## src/rtl/forest_pkg.sv

```systemverilog
// Shared constants, types and the scroll wrap helper for the forest background fetcher.
// Geometry is fixed at 320x240 source, upscaled 2x onto a 640x480 visible screen.
package forest_pkg;

  localparam int SRC_W       = 320;
  localparam int SRC_H       = 240;
  localparam int SCALE_SHIFT = 1;
  localparam int VIS_W       = 640;
  localparam int VIS_H       = 480;
  localparam int ADDR_W      = $clog2(SRC_W * SRC_H);

  localparam logic signed [9:0] SRC_W_S = 10'(SRC_W);

  typedef logic [3:0] idx_t;

  typedef enum logic {
    IDLE,
    PEND
  } scroll_st_t;

  // Signed 10-bit add so a negative delta can fold back from the left edge.
  function automatic logic [8:0] scroll_wrap(input logic [8:0] cur, input logic signed [7:0] dx);
    logic signed [9:0] sum;
    sum = $signed({1'b0, cur}) + $signed({{2{dx[7]}}, dx});
    if (sum < 0) begin
      sum = sum + SRC_W_S;
    end else if (sum >= SRC_W_S) begin
      sum = sum - SRC_W_S;
    end
    return sum[8:0];
  endfunction

endpackage

```

## src/rtl/forest_bg_fetch_if.sv

```systemverilog
// Scan, scroll-handshake, ROM and pixel-output signals of the background fetcher.
// master drives scan/scroll/ROM data; slave is the fetcher itself.
interface forest_bg_fetch_if;
  import forest_pkg::*;

  logic                    pix_en;
  logic [9:0]              DrawX;
  logic [9:0]              DrawY;
  logic                    frame_start;
  logic                    scroll_req;
  logic signed [7:0]       scroll_dx;
  logic                    scroll_ack;
  logic                    busy;
  logic [8:0]              scroll_x;
  logic [ADDR_W-1:0]       rom_addr;
  idx_t                    rom_data;
  idx_t                    idx_forest;
  logic [9:0]              DrawX_d;
  logic [9:0]              DrawY_d;
  logic                    pix_valid;

  modport master (
    output pix_en, DrawX, DrawY, frame_start, scroll_req, scroll_dx, rom_data,
    input  scroll_ack, busy, scroll_x, rom_addr, idx_forest, DrawX_d, DrawY_d, pix_valid
  );

  modport slave (
    input  pix_en, DrawX, DrawY, frame_start, scroll_req, scroll_dx, rom_data,
    output scroll_ack, busy, scroll_x, rom_addr, idx_forest, DrawX_d, DrawY_d, pix_valid
  );

endinterface

```

## src/rtl/bg_addr_gen.sv

```systemverilog
// S0/S1 of the fetch pipeline: downscale, scroll-wrap, then row*320+col ROM address.
// Two pix_en ticks from scan position to rom_addr; all registers hold while en=0.
module bg_addr_gen
  import forest_pkg::*;
(
  input  logic              clk,
  input  logic              rst_n,
  input  logic              en,
  input  logic [9:0]        draw_x,
  input  logic [9:0]        draw_y,
  input  logic [8:0]        scroll_x,
  output logic [ADDR_W-1:0] rom_addr,
  output logic              vis,
  output logic [9:0]        x_s1,
  output logic [9:0]        y_s1
);

  logic [9:0] sx;
  logic [9:0] sy;
  logic [9:0] tx_sum;
  logic [9:0] tx;
  logic       vis_c;

  logic [9:0] tx_s0;
  logic [9:0] sy_s0;
  logic       vis_s0;
  logic [9:0] x_s0;
  logic [9:0] y_s0;

  logic [ADDR_W-1:0] sy_a;
  logic [ADDR_W-1:0] addr_c;

  // Both operands are below SRC_W for visible pixels, so one subtract wraps.
  always_comb begin
    sx     = draw_x >> SCALE_SHIFT;
    sy     = draw_y >> SCALE_SHIFT;
    tx_sum = sx + {1'b0, scroll_x};
    tx     = (tx_sum >= 10'(SRC_W)) ? (tx_sum - 10'(SRC_W)) : tx_sum;
    vis_c  = (draw_x < 10'(VIS_W)) && (draw_y < 10'(VIS_H));
  end

  always_comb begin
    sy_a   = ADDR_W'(sy_s0);
    addr_c = (sy_a << 8) + (sy_a << 6) + ADDR_W'(tx_s0);
  end

  always_ff @(posedge clk) begin
    if (!rst_n) begin
      tx_s0    <= '0;
      sy_s0    <= '0;
      vis_s0   <= 1'b0;
      x_s0     <= '0;
      y_s0     <= '0;
      rom_addr <= '0;
      vis      <= 1'b0;
      x_s1     <= '0;
      y_s1     <= '0;
    end else if (en) begin
      tx_s0    <= tx;
      sy_s0    <= sy;
      vis_s0   <= vis_c;
      x_s0     <= draw_x;
      y_s0     <= draw_y;
      rom_addr <= addr_c;
      vis      <= vis_s0;
      x_s1     <= x_s0;
      y_s1     <= y_s0;
    end
  end

endmodule

```

## src/rtl/forest_bg_fetch.sv

```systemverilog
// Forest background fetcher: scan position -> 4-bit palette index, 3 pix_en ticks latency.
// Pipeline stalls on pix_en=0; scroll requests wait (busy) until frame_start, then ack.
module forest_bg_fetch
  import forest_pkg::*;
(
  input  logic               Clk,
  input  logic               Reset_n,
  forest_bg_fetch_if.slave   bus
);

  scroll_st_t        state;
  scroll_st_t        state_nxt;
  logic signed [7:0] pend_dx;
  logic signed [7:0] pend_dx_nxt;
  logic [8:0]        scroll_r;
  logic [8:0]        scroll_nxt;
  logic              ack_r;
  logic              ack_nxt;

  logic [ADDR_W-1:0] rom_addr;
  logic              vis_s1;
  logic [9:0]        x_s1;
  logic [9:0]        y_s1;

  idx_t              idx_r;
  logic [9:0]        x_d;
  logic [9:0]        y_d;
  logic [1:0]        vld_pipe;
  logic              pix_valid_r;

  bg_addr_gen u_addr (
    .clk      (Clk),
    .rst_n    (Reset_n),
    .en       (bus.pix_en),
    .draw_x   (bus.DrawX),
    .draw_y   (bus.DrawY),
    .scroll_x (scroll_r),
    .rom_addr (rom_addr),
    .vis      (vis_s1),
    .x_s1     (x_s1),
    .y_s1     (y_s1)
  );

  // A request arriving with frame_start in PEND still wins over the latched delta.
  always_comb begin
    state_nxt   = state;
    pend_dx_nxt = pend_dx;
    scroll_nxt  = scroll_r;
    ack_nxt     = 1'b0;
    case (state)
      IDLE: begin
        if (bus.scroll_req) begin
          pend_dx_nxt = bus.scroll_dx;
          if (bus.frame_start) begin
            scroll_nxt = scroll_wrap(scroll_r, bus.scroll_dx);
            ack_nxt    = 1'b1;
          end else begin
            state_nxt = PEND;
          end
        end
      end
      PEND: begin
        if (bus.scroll_req) begin
          pend_dx_nxt = bus.scroll_dx;
        end
        if (bus.frame_start) begin
          scroll_nxt = scroll_wrap(scroll_r, pend_dx_nxt);
          ack_nxt    = 1'b1;
          state_nxt  = IDLE;
        end
      end
      default: state_nxt = IDLE;
    endcase
  end

  always_ff @(posedge Clk) begin
    if (!Reset_n) begin
      state    <= IDLE;
      pend_dx  <= '0;
      scroll_r <= '0;
      ack_r    <= 1'b0;
    end else begin
      state    <= state_nxt;
      pend_dx  <= pend_dx_nxt;
      scroll_r <= scroll_nxt;
      ack_r    <= ack_nxt;
    end
  end

  // S2: rom_data answers the address issued on the previous tick.
  always_ff @(posedge Clk) begin
    if (!Reset_n) begin
      idx_r       <= '0;
      x_d         <= '0;
      y_d         <= '0;
      vld_pipe    <= '0;
      pix_valid_r <= 1'b0;
    end else if (bus.pix_en) begin
      idx_r       <= vis_s1 ? bus.rom_data : idx_t'(0);
      x_d         <= x_s1;
      y_d         <= y_s1;
      vld_pipe    <= {vld_pipe[0], 1'b1};
      pix_valid_r <= vld_pipe[1];
    end
  end

  assign bus.scroll_ack = ack_r;
  assign bus.busy       = (state == PEND);
  assign bus.scroll_x   = scroll_r;
  assign bus.rom_addr   = rom_addr;
  assign bus.idx_forest = idx_r;
  assign bus.DrawX_d    = x_d;
  assign bus.DrawY_d    = y_d;
  assign bus.pix_valid  = pix_valid_r;

endmodule

```

## src/flat_wrapper.sv

```systemverilog
// flat-port wrapper written by rule: the top's interface ports become plain ports
module forest_bg_fetch_flat import forest_pkg::*;
  (Clk, Reset_n, bus_pix_en, bus_DrawX, bus_DrawY, bus_frame_start, bus_scroll_req, bus_scroll_dx, bus_rom_data, bus_scroll_ack, bus_busy, bus_scroll_x, bus_rom_addr, bus_idx_forest, bus_DrawX_d, bus_DrawY_d, bus_pix_valid);
  forest_bg_fetch_if bus_i ();
  input  logic Clk;
  input  logic Reset_n;
  input wire logic [$bits(bus_i.pix_en)-1:0] bus_pix_en;
  input wire logic [$bits(bus_i.DrawX)-1:0] bus_DrawX;
  input wire logic [$bits(bus_i.DrawY)-1:0] bus_DrawY;
  input wire logic [$bits(bus_i.frame_start)-1:0] bus_frame_start;
  input wire logic [$bits(bus_i.scroll_req)-1:0] bus_scroll_req;
  input wire logic [$bits(bus_i.scroll_dx)-1:0] bus_scroll_dx;
  input wire logic [$bits(bus_i.rom_data)-1:0] bus_rom_data;
  output wire logic [$bits(bus_i.scroll_ack)-1:0] bus_scroll_ack;
  output wire logic [$bits(bus_i.busy)-1:0] bus_busy;
  output wire logic [$bits(bus_i.scroll_x)-1:0] bus_scroll_x;
  output wire logic [$bits(bus_i.rom_addr)-1:0] bus_rom_addr;
  output wire logic [$bits(bus_i.idx_forest)-1:0] bus_idx_forest;
  output wire logic [$bits(bus_i.DrawX_d)-1:0] bus_DrawX_d;
  output wire logic [$bits(bus_i.DrawY_d)-1:0] bus_DrawY_d;
  output wire logic [$bits(bus_i.pix_valid)-1:0] bus_pix_valid;
  assign bus_i.pix_en = bus_pix_en;
  assign bus_i.DrawX = bus_DrawX;
  assign bus_i.DrawY = bus_DrawY;
  assign bus_i.frame_start = bus_frame_start;
  assign bus_i.scroll_req = bus_scroll_req;
  assign bus_i.scroll_dx = bus_scroll_dx;
  assign bus_i.rom_data = bus_rom_data;
  assign bus_scroll_ack = bus_i.scroll_ack;
  assign bus_busy = bus_i.busy;
  assign bus_scroll_x = bus_i.scroll_x;
  assign bus_rom_addr = bus_i.rom_addr;
  assign bus_idx_forest = bus_i.idx_forest;
  assign bus_DrawX_d = bus_i.DrawX_d;
  assign bus_DrawY_d = bus_i.DrawY_d;
  assign bus_pix_valid = bus_i.pix_valid;
  forest_bg_fetch u_core (.Clk(Clk), .Reset_n(Reset_n), .bus(bus_i));
endmodule
```

## config.mk

```make
export PLATFORM = sky130hd
export DESIGN_NAME = forest_bg_fetch_flat
export DESIGN_NICKNAME = d
export VERILOG_FILES = /design/src/rtl/forest_pkg.sv /design/src/rtl/forest_bg_fetch_if.sv /design/src/rtl/bg_addr_gen.sv /design/src/rtl/forest_bg_fetch.sv /design/src/flat_wrapper.sv
export SDC_FILE = /design/constraint.sdc
export NUM_CORES = 1
export LEC_CHECK = 0
export CAP_MARGIN = 15
export CORE_ASPECT_RATIO = 0.75
export CORE_UTILIZATION = 35
export CTS_CLUSTER_SIZE = 16
export DETAILED_ROUTE_END_ITERATION = 6
export HOLD_SLACK_MARGIN = 0.12
export PLACE_DENSITY = 0.53
export REMOVE_ABC_BUFFERS = 1
export SLEW_MARGIN = 10
export SYNTH_ARGS = -nofsm -noshare
export SYNTH_HDL_FRONTEND = slang
export SYNTH_SLANG_ARGS = --single-unit
```

## constraint.sdc

```tcl
create_clock -name Clk -period 7.7 [get_ports Clk]
set_input_delay 1.155 -clock Clk [delete_from_list [all_inputs] [get_ports Clk]]
set_output_delay 1.155 -clock Clk [all_outputs]
set_load 0.05 [all_outputs]
```

# [Yosys cells after proc, flatten, opt, wreduce, memory -nomap -nowiden]
# Index checks and enable logic that the tools add are counted.
[totals] regBits=124 input_bits=37 output_inout_bits=53 wordCells=60
[classes] add_sub_neg=10 order_cmp=7 eq_ne=3 mux=19 bitwise=1 reduce_logical=2
[ops] cell="$mux 9" n=7
[ops] cell="$add 10x8->10" n=2
[ops] cell="$ge 10x10->1 const B" n=2
[ops] cell="$lt 10x1->1 const B" n=2
[ops] cell="$add 9x9->9 const B" n=2
[ops] cell="$pmux 9 s2" n=1
[ops] cell="$sub 9x9->9 const B" n=2
[ops] cell="$add 17x10->17" n=1
[ops] cell="$add 17x15->17" n=1
[ops] cell="$mux 8" n=2
[ops] cell="$pmux 8 s2" n=1
[ops] cell="$add 9x9->10" n=1
[ops] cell="$ge 10x9->1 const B" n=1
[ops] cell="$lt 10x10->1 const B" n=1
[ops] cell="$lt 10x9->1 const B" n=1
[ops] cell="$mux 10" n=1
[ops] cell="$sub 10x9->10 const B" n=1
[ops] cell="$ne 2x2->1 const B" n=3
[ops] cell="$mux 1" n=4
[ops] cell="$mux 4" n=1
[ops] cell="$pmux 1 s2" n=2
[ops] cell="$reduce_and 3->1" n=1
[ops] cell="$logic_and 1x1->1" n=1
[ops] cell="$not 1->1" n=1

# [Longest topological paths before layout]
# Gate-level depths: netlist (run 1).
[depth] word_depth=8 ltp_mapped=16

# [Modules after synthesis]
# A second synthesis (run 1) with hierarchy kept.
[hier_totals] cells_unflattened=653 hier_area_um2=6217.2
[modules_own_cells] mod="bg_addr_gen" instances=1 cells_each=361 area_per_inst_um2=3495.9 seq_area_each_um2=1381.3
[modules_own_cells] mod="forest_bg_fetch" instances=1 cells_each=292 area_per_inst_um2=2721.4 seq_area_each_um2=920.9

# [Least setup slack after synthesis (run 1)]
# OpenSTA, ideal clock, no wires.
[synth_path] path_kind="input port to flip-flop" start="input bus_scroll_req" end="register u_core.scroll_r[6] (netlist: u_core.bus.scroll_x[6])" arrival_time_ns=4.009 slack_ns=3.555 path_stages=16 cell_sequence="buf_6 mux2_2 ha_1 fa_1 nand3_1 a21boi_0 o21a_1 nor2_1 xnor2_1 ha_1 nand2_1 o41ai_2 nand2_1 and3_2 o21ai_0 a31oi_1"
[synth_via] elab_chain_cells=8 elab_cells_between_ends=13 classes_between="add/sub (3); order compare (2); eq/ne (1); mux (6); reduce/logical (1)"
[synth_rtl] item="start, declared" line="flat_wrapper.sv:11" text="input wire logic [$bits(bus_i.scroll_req)-1:0] bus_scroll_req;"
[synth_rtl] item="$mux 8" line="forest_bg_fetch.sv:63" text="if (bus.scroll_req) begin"
[synth_rtl] item="$mux 8" line="forest_bg_fetch.sv:50" text="case (state)"
[synth_rtl] item="$add 10x8->10" line="forest_pkg.sv:24" text="sum = $signed({1'b0, cur}) + $signed({{2{dx[7]}}, dx});"
[synth_rtl] item="$sub 9x9->9 or $ge 10x10->1 (tied branches)" line="forest_pkg.sv:28, forest_pkg.sv:27"
[synth_rtl] item="$mux 9" line="forest_pkg.sv:27" text="end else if (sum >= SRC_W_S) begin"
[synth_rtl] item="$mux 9" line="forest_pkg.sv:25" text="if (sum < 0) begin"
[synth_rtl] item="$mux 9" line="forest_bg_fetch.sv:66" text="if (bus.frame_start) begin"
[synth_rtl] item="$pmux 9 s2" line="forest_bg_fetch.sv:50"
[synth_rtl] item="end signal, assigned" line="forest_bg_fetch.sv:85" text="scroll_r <= scroll_nxt;"
[synth_rtl] item="end, declared" line="forest_bg_fetch.sv:15" text="logic [8:0] scroll_r;"
# Several ways; a longest one is shown, not always the timed one. The select of a mux whose other input is x is not followed.
# A chain may end at the register's enable or synchronous reset.

# [Worst setup path in the final report (run 1)]
# Ends and elaborated chain as after synthesis.

==> results of run 1 <==
layout make-up:
type / instances / area [um2] / share of cell area (%)
inverter: 15 / 56.3 / 0.698
clock inverter: 14 / 225 / 2.79
multi-input combinational: 483 / 3840 / 47.6
timing repair buffer: 92 / 906 / 11.2
clock buffer: 18 / 429 / 5.32
tap: 242 / 303 / 3.76
sequential: 115 / 2300 / 28.6
critical path, cell delays in order:
cell             delay, ps
clkdlybuf4s50_1        790
mux2_2                 410
ha_1                   210
fa_1                   430
nand3_1                130
a21boi_0               130
o21a_1                 190
nor2_1                 120
xnor2_1                250
ha_1                   250
nand2_1                 60
o41ai_2                420
nand2_1                120
and3_2                 230
o21ai_0                160
a31oi_1                100
report_power, final:
group | internal (mW) | total [mW] | switching [mW]
combinational | 0.189 | 0.443 | 0.255
sequential | 0.630 | 0.659 | 0.0287
clock | 0.579 | 0.877 | 0.298
total | 1.40 | 1.98 | 0.582
cells by family (layout without fill, tap and decap cells):
kind of cell               after synthesis  count (layout)  share of synthesized area, %
and+or+nand+nor                        197             197                          17.3
AOI/OAI and AO/OA                      108             108                          12.5
xor gates and xnor gates                26              26                          3.60
DFF                                    115             115                          36.4
adders and majority gates               57              57                          12.0
muxes                                   95              95                          15.3
buffers and inverters                   45             139                          2.79
worst paths after layout:
kind,startpoint,endpoint,slack (ps),cells past startpoint
min,u_core.vld_pipe[0]$_SDFFE_PN0P_,u_core.vld_pipe[0]$_SDFFE_PN0P_,460,1
max reg2reg,u_core.bus.scroll_x[1]$_SDFFE_PN0P_,u_core.u_addr.tx_s0[6]$_SDFFE_PN0P_,3820,13
min reg2reg,u_core.vld_pipe[0]$_SDFFE_PN0P_,u_core.vld_pipe[0]$_SDFFE_PN0P_,460,1
max,bus_scroll_req,u_core.bus.scroll_x[6]$_SDFFE_PN0P_,2790,16
metrics by stage:
stage	setup WS (ps)	utilization, %	hold WS [ps]	total power [mW]	instance area (um2)
6_report	2790	45.7	463	1.98	8060
4_1_cts	2840	45.7	465	2.00	8060
3_3_place_gp	2600	42.0	436	1.10	7410
3_5_place_dp	2410	42.0	451	1.11	7410
2_1_floorplan	3670	-	427	0.973	6200
5_1_grt	2520	45.7	486	2.09	8060
metal layers:
metal / vias up / wire [um]
met5: - / 0
met4: 0 / 200
met3: 17 / 629
met2: 82 / 5710
met1: 2211 / 7710
li1: 2453 / -
cells in the final DEF (no fill, tap or decap), types with 3 or more instances in the layout:
cell             netlist  routed
a21oi_1               24      24
a21o_1                 6       6
o21a_1                 6       6
or2_2                  3       3
dfxtp_1              115     115
a31oi_1                5       5
xor2_1                11      11
o21bai_1               6       6
a211oi_1               5       5
nor2b_1               82      82
clkinvlp_4             0       3
ha_1                  51      51
nand4_1                4       4
o211a_1                5       5
or3_1                  4       4
xnor2_1               15      15
and2_1                11      11
nand2_1               32      32
fa_1                   6       6
buf_4                  0       4
inv_1                 14      14
clkbuf_16              0      17
nor3_1                 9       9
mux2i_1               85      85
nand3_1               18      18
o21ai_0               15      15
inv_6                  0       4
clkdlybuf4s50_1        0      87
nor2_1                18      18
bufinv_16              0       5
mux2_2                 9       9
a21boi_0               8       8
o211ai_1               3       3
state kept, by name, summed over array words and instances, names as in the netlist, 8 cells and up:
register	flops
u_core.bus.DrawX_d	10
u_core.bus.DrawY_d	10
u_core.bus.scroll_x	9
u_core.pend_dx	8
u_core.u_addr.rom_addr	17
u_core.u_addr.tx_s0	10
u_core.u_addr.x_s0	10
u_core.u_addr.x_s1	10
u_core.u_addr.y_s0	10
u_core.u_addr.y_s1	10
==> flow_metrics.py, run 1 <==
metrics = {
    "synth": {
        "yosysWarnings": 0,
        "ys_seq_area_share_pct": 36.4,
        "syn_area_mm2": 0.00632,
        "synth_edf_count": 0,
        "synth_area_leaders": "dfxtp_1 (36%), mux2i_1 (13%), ha_1 (10%), nor2b_1 (8.1%), xnor2_1 (2.1%)",
        "synth_most_common_cell": "dfxtp_1",
        "synth_common_cells": "dfxtp_1 (115), mux2i_1 (85), nor2b_1 (82), ha_1 (51), nand2_1 (32)",
        "synth_top_area_share_pct": 36.4,
        "synth_top_flop_cell": "dfxtp_1",
        "synth_top_cell_by_area": "dfxtp_1",
        "syn_avg_cell_area_um2": 9.83,
        "synth-seq-cells": 115,
        "postSynthCellCount": 643,
        "ys_async_sr_fraction_pct": 0,
        "yosys.cell_types.count": 61,
    },
    "timing": {
        "finalMaxSlewViolations": 0,
        "setup_violations": 0,
        "timing_hold_violations_final": 0,
        "timing.fmax_ghz": 0.204,
        "relSlewSlack_pct": 28.2,
        "rsz0062_at_grt": "false",
        "tightest_slew_ps": 1070,
        "finalClockSkew_ps": 7.06,
        "finalCritPeriodShare_pct": 63.8,
        "min_period_ps": 4910,
        "setup_tns_ps": 0,
    },
    "clocking": {
        "cts_resized": 0,
        "cts_root_buf": "clkbuf_16",
        "numCtsBuffers": 17,
        "cts_hold_buf": 0,
        "clock-sinks": 115,
        "postCtsSetupBuffers": 0,
        "insertion_delay_ps": 420,
        "cts_tree": "built",
        "cts.path.max_buffers": 2,
        "clk_pin_slew_worst_paths_ps": 60,
        "h-tree-depth": 4,
    },
    "die": {
        "die-area_mm2": 0.0186,
        "start_util_pct": 35.8,
        "fp-row-count": 42,
        "fp.dieW_um": 157,
        "dieHeight_um": 118,
        "ios": 90,
        "core_mm2": 0.0177,
    },
    "setup_path": {
        "crit_path_end_kind": "flop",
        "critical_path.max_fanout": 10,
        "critical_path_arrival_ps": 5160,
        "critPathKind": "in -> reg",
        "critPathLaunchType": "primary input",
        "crit_required_ps": 7950,
    },
    "pwr": {
        "power.leakage_nw": 3.39,
        "worst_ir_drop_vdd_mv": 0.135,
        "power.density_mw_per_mm2": 245,
    },
    "finish": {
        "num_antenna_cells": 0,
        "final_cells": 979,
        "fin_nets": 818,
        "drive_gt1_share_pct": 7.73,
        "area_growth_pct": 27.6,
        "fillers": 1701,
    },
    "flow_run": {
        "drv_cap": 0,
    },
    "global_routing": {
        "grt_pass1_wl_mm": 23.6,
        "grt_max_degree": 65,
        "use_met3_pct": 4.84,
        "use_met1_pct": 24.0,
        "use_met2_pct": 22.3,
        "top_usage_layer": "met1",
        "track_usage_pct": 16.4,
        "antenna_found_initial": 0,
        "grt_overflow": 0,
        "grt_pass1_vias": 4621,
    },
    "drt": {
        "via_count": 4763,
        "drcViolationCount": 0,
        "via_per_inst": 4.87,
        "dr.first_iter.drc_count": 196,
        "first_pass_iters": 4,
        "totalWireLength_mm": 14.3,
        "antenna_left": 0,
        "post_drt_wl_per_cell_um": 14.6,
    },
    "placement": {
        "gp_congestion": 0.906,
        "numPortBuffers": 89,
        "hpwlAfterDp_mm": 10.3,
        "dp.cells": 947,
    },
    "hold_path": {
        "hold_class": "reg -> reg",
    },
    "run_status": {
        "outcome": "completed",
    },
}
(Power assumes the default switching activity.)
==> run 2, diff against run 1 <==
==> constraint.sdc (replaced) <==
create_clock -name Clk -period 4.8 [get_ports Clk]
set_input_delay 0.72 -clock Clk [delete_from_list [all_inputs] [get_ports Clk]]
set_output_delay 0.72 -clock Clk [all_outputs]
set_load 0.05 [all_outputs]
==> run 2 against run 1 <==
  * Non-clock buffer count up 1
  * Flip-flop and latch count unchanged
  * Worst setup slack worse by 2500 ps
  * Hold slack lost 5.2 ps
  * Wire length is 0.48% higher
  * Die area unchanged
  * Combinational power up 61%
  * Final area is essentially flat
  * Critical endpoint unchanged
  * Clock skew increased by 3.3 ps
  * Power increased by 58%
  * Critical path depth unchanged
  * First-iteration DRC count down 5.6%
==> flow_metrics.py, run 2 (synthesis gave the netlist of run 1 again) <==
metrics = {
    "finish": {
        "area_growth_pct": 27.5,
        "final_cells": 980,
        "multiInputGateArea_mm2": 0.00384,
        "fillers": 1709,
        "layout_common_cells": "dfxtp_1 (115), clkdlybuf4s50_1 (87), mux2i_1 (85)",
        "largest_reg_flops": 17,
        "drive_gt1_share_pct": 7.99,
        "regMostFlops": "u_core.u_addr.rom_addr",
        "fin_nets": 819,
        "num_antenna_cells": 0,
        "final_area_mm2": 0.00806,
        "layout.cells.most_common": "dfxtp_1",
        "regArea_mm2": 0.00230,
        "utilization_pct": 45.6,
    },
    "pwr": {
        "power_mw": 3.13,
        "worst_ir_drop_vdd_mv": 0.229,
        "power.leakage_nw": 3.39,
        "power.density_mw_per_mm2": 389,
    },
    "clocking": {
        "numCtsBuffers": 17,
        "cts_hold_buf": 0,
        "cts_root_buf": "clkbuf_16",
        "cts_tree": "built",
        "insertion_delay_ps": 410,
        "clk_pin_slew_worst_paths_ps": 60,
        "postCtsSetupBuffers": 0,
        "clock-sinks": 115,
        "cts_resized": 0,
        "h-tree-depth": 4,
        "cts.path.max_buffers": 2,
    },
    "hold_path": {
        "min_from": "u_core.vld_pipe[0]$_SDFFE_PN0P_",
        "min_to": "u_core.vld_pipe[0]$_SDFFE_PN0P_",
        "hold_class": "reg -> reg",
        "hold_depth": 1,
    },
    "placement": {
        "place_worst_setup_slack_ps": -65.6,
        "gp_congestion": 0.866,
        "dp.cells": 948,
        "numPortBuffers": 89,
        "hpwlAfterDp_mm": 10.4,
        "dpl_cell_area_mm2": 0.00741,
    },
    "timing": {
        "setup_slack_ps": 306,
        "worst_hold_slack_ps": 458,
        "finalCritPeriodShare_pct": 93.6,
        "rsz0062_at_grt": "false",
        "setup_violations": 0,
        "min_period_ps": 4490,
        "timing.fmax_ghz": 0.223,
        "setup_tns_ps": 0,
        "relSlewSlack_pct": 31.2,
        "finalClockSkew_ps": 10.4,
        "finalMaxSlewViolations": 0,
        "timing_hold_violations_final": 0,
        "tightest_slew_ps": 1030,
    },
    "drt": {
        "totalWireLength_mm": 14.3,
        "post_drt_wl_per_cell_um": 14.6,
        "dr.first_iter.drc_count": 185,
        "first_pass_iters": 4,
        "drcViolationCount": 0,
        "via_per_inst": 4.89,
        "via_count": 4792,
        "antenna_left": 0,
    },
    "setup_path": {
        "critical_path.max_fanout": 10,
        "crit_required_ps": 5050,
        "critical_path_arrival_ps": 4740,
        "crit_path_end_kind": "flop",
        "worst_r2r_startpoint": "u_core.bus.scroll_x[1]$_SDFFE_PN0P_",
        "r2r_cells": 13,
        "critPathLaunchType": "primary input",
        "reg2reg_slack_ps": 1000,
        "critPathKind": "in -> reg",
        "r2r-end": "u_core.u_addr.tx_s0[6]$_SDFFE_PN0P_",
    },
    "die": {
        "fp-row-count": 42,
        "ios": 90,
        "dieHeight_um": 118,
        "fp.dieW_um": 157,
        "start_util_pct": 35.8,
        "core_mm2": 0.0177,
        "die-area_mm2": 0.0186,
    },
    "global_routing": {
        "grt_pass1_vias": 4762,
        "antenna_found_initial": 0,
        "grt_max_degree": 61,
        "grt_overflow": 0,
        "track_usage_pct": 16.4,
        "grt_pass1_wl_mm": 23.8,
    },
    "run_status": {
        "outcome": "completed",
    },
    "flow_run": {
        "drv_cap": 0,
    },
}
## run 2: layout make-up
cell class | instances | share of cell area (%)
Inverter | 15 | 0.699
Multi-Input combinational cell | 483 | 47.7
Sequential cell | 115 | 28.6
Tap cell | 242 | 3.76
Timing Repair Buffer | 93 | 11.3
Clock buffer | 18 | 5.45
Clock inverter | 14 | 2.52
## run 2: worst max-delay path, cell delays in order
cell	delay [ps]
clkdlybuf4s50_1	800
mux2_2	410
ha_1	210
fa_1	420
nand3_1	120
a21boi_0	130
o21a_1	190
nor2_1	120
xnor2_1	230
ha_1	220
nand2_1	60
o41ai_2	460
nand2_1	120
and3_2	240
o21ai_0	180
a31oi_1	100
## run 2: worst max-delay path by stage
stage	startpoint	endpoint	slack [ps]	cells past startpoint
after floorplan	u_core.bus.scroll_x[1]$_SDFFE_PN0P_	u_core.u_addr.tx_s0[6]$_SDFFE_PN0P_	1120	13
after global placement	bus_scroll_req	u_core.bus.scroll_x[6]$_SDFFE_PN0P_	130	16
after detailed placement	bus_scroll_req	u_core.bus.scroll_x[6]$_SDFFE_PN0P_	-70	16
after CTS	bus_scroll_req	u_core.bus.scroll_x[6]$_SDFFE_PN0P_	380	16
after global routing	bus_scroll_req	u_core.bus.scroll_x[6]$_SDFFE_PN0P_	5	16
final	bus_scroll_req	u_core.bus.scroll_x[6]$_SDFFE_PN0P_	310	16
## run 2: metal layers
| layer | track usage, % | share of wire (%) | up-vias |
|---|---|---|---|
| li1 | - | - | 2458 |
| met1 | 23.0 | 51 | 2227 |
| met2 | 23.6 | 41 | 89 |
| met3 | 4.44 | 5.6 | 18 |
| met4 | 6.74 | 1.5 | 0 |
| met5 | 0 | 0 | - |
## run 2: power by group
group / total [mW] / switching (mW) / internal (mW) / leakage, nW
Sequential: 1.06 / 0.0451 / 1.01 / 0.941
Clock: 1.36 / 0.475 / 0.888 / 0.299
Combinational: 0.714 / 0.410 / 0.303 / 2.15
Total: 3.13 / 0.930 / 2.20 / 3.39
==> run 3, diff against run 2 <==
--- a/config.mk
+++ b/config.mk
@@ -8,6 +8,7 @@
 export CAP_MARGIN = 15
 export CORE_ASPECT_RATIO = 0.75
 export CORE_UTILIZATION = 35
+export CTS_CLUSTER_DIAMETER = 50
 export CTS_CLUSTER_SIZE = 16
 export DETAILED_ROUTE_END_ITERATION = 6
 export HOLD_SLACK_MARGIN = 0.12
==> results of run 3 <==
Final layout, timing and power as in run 2 (identical DEF).
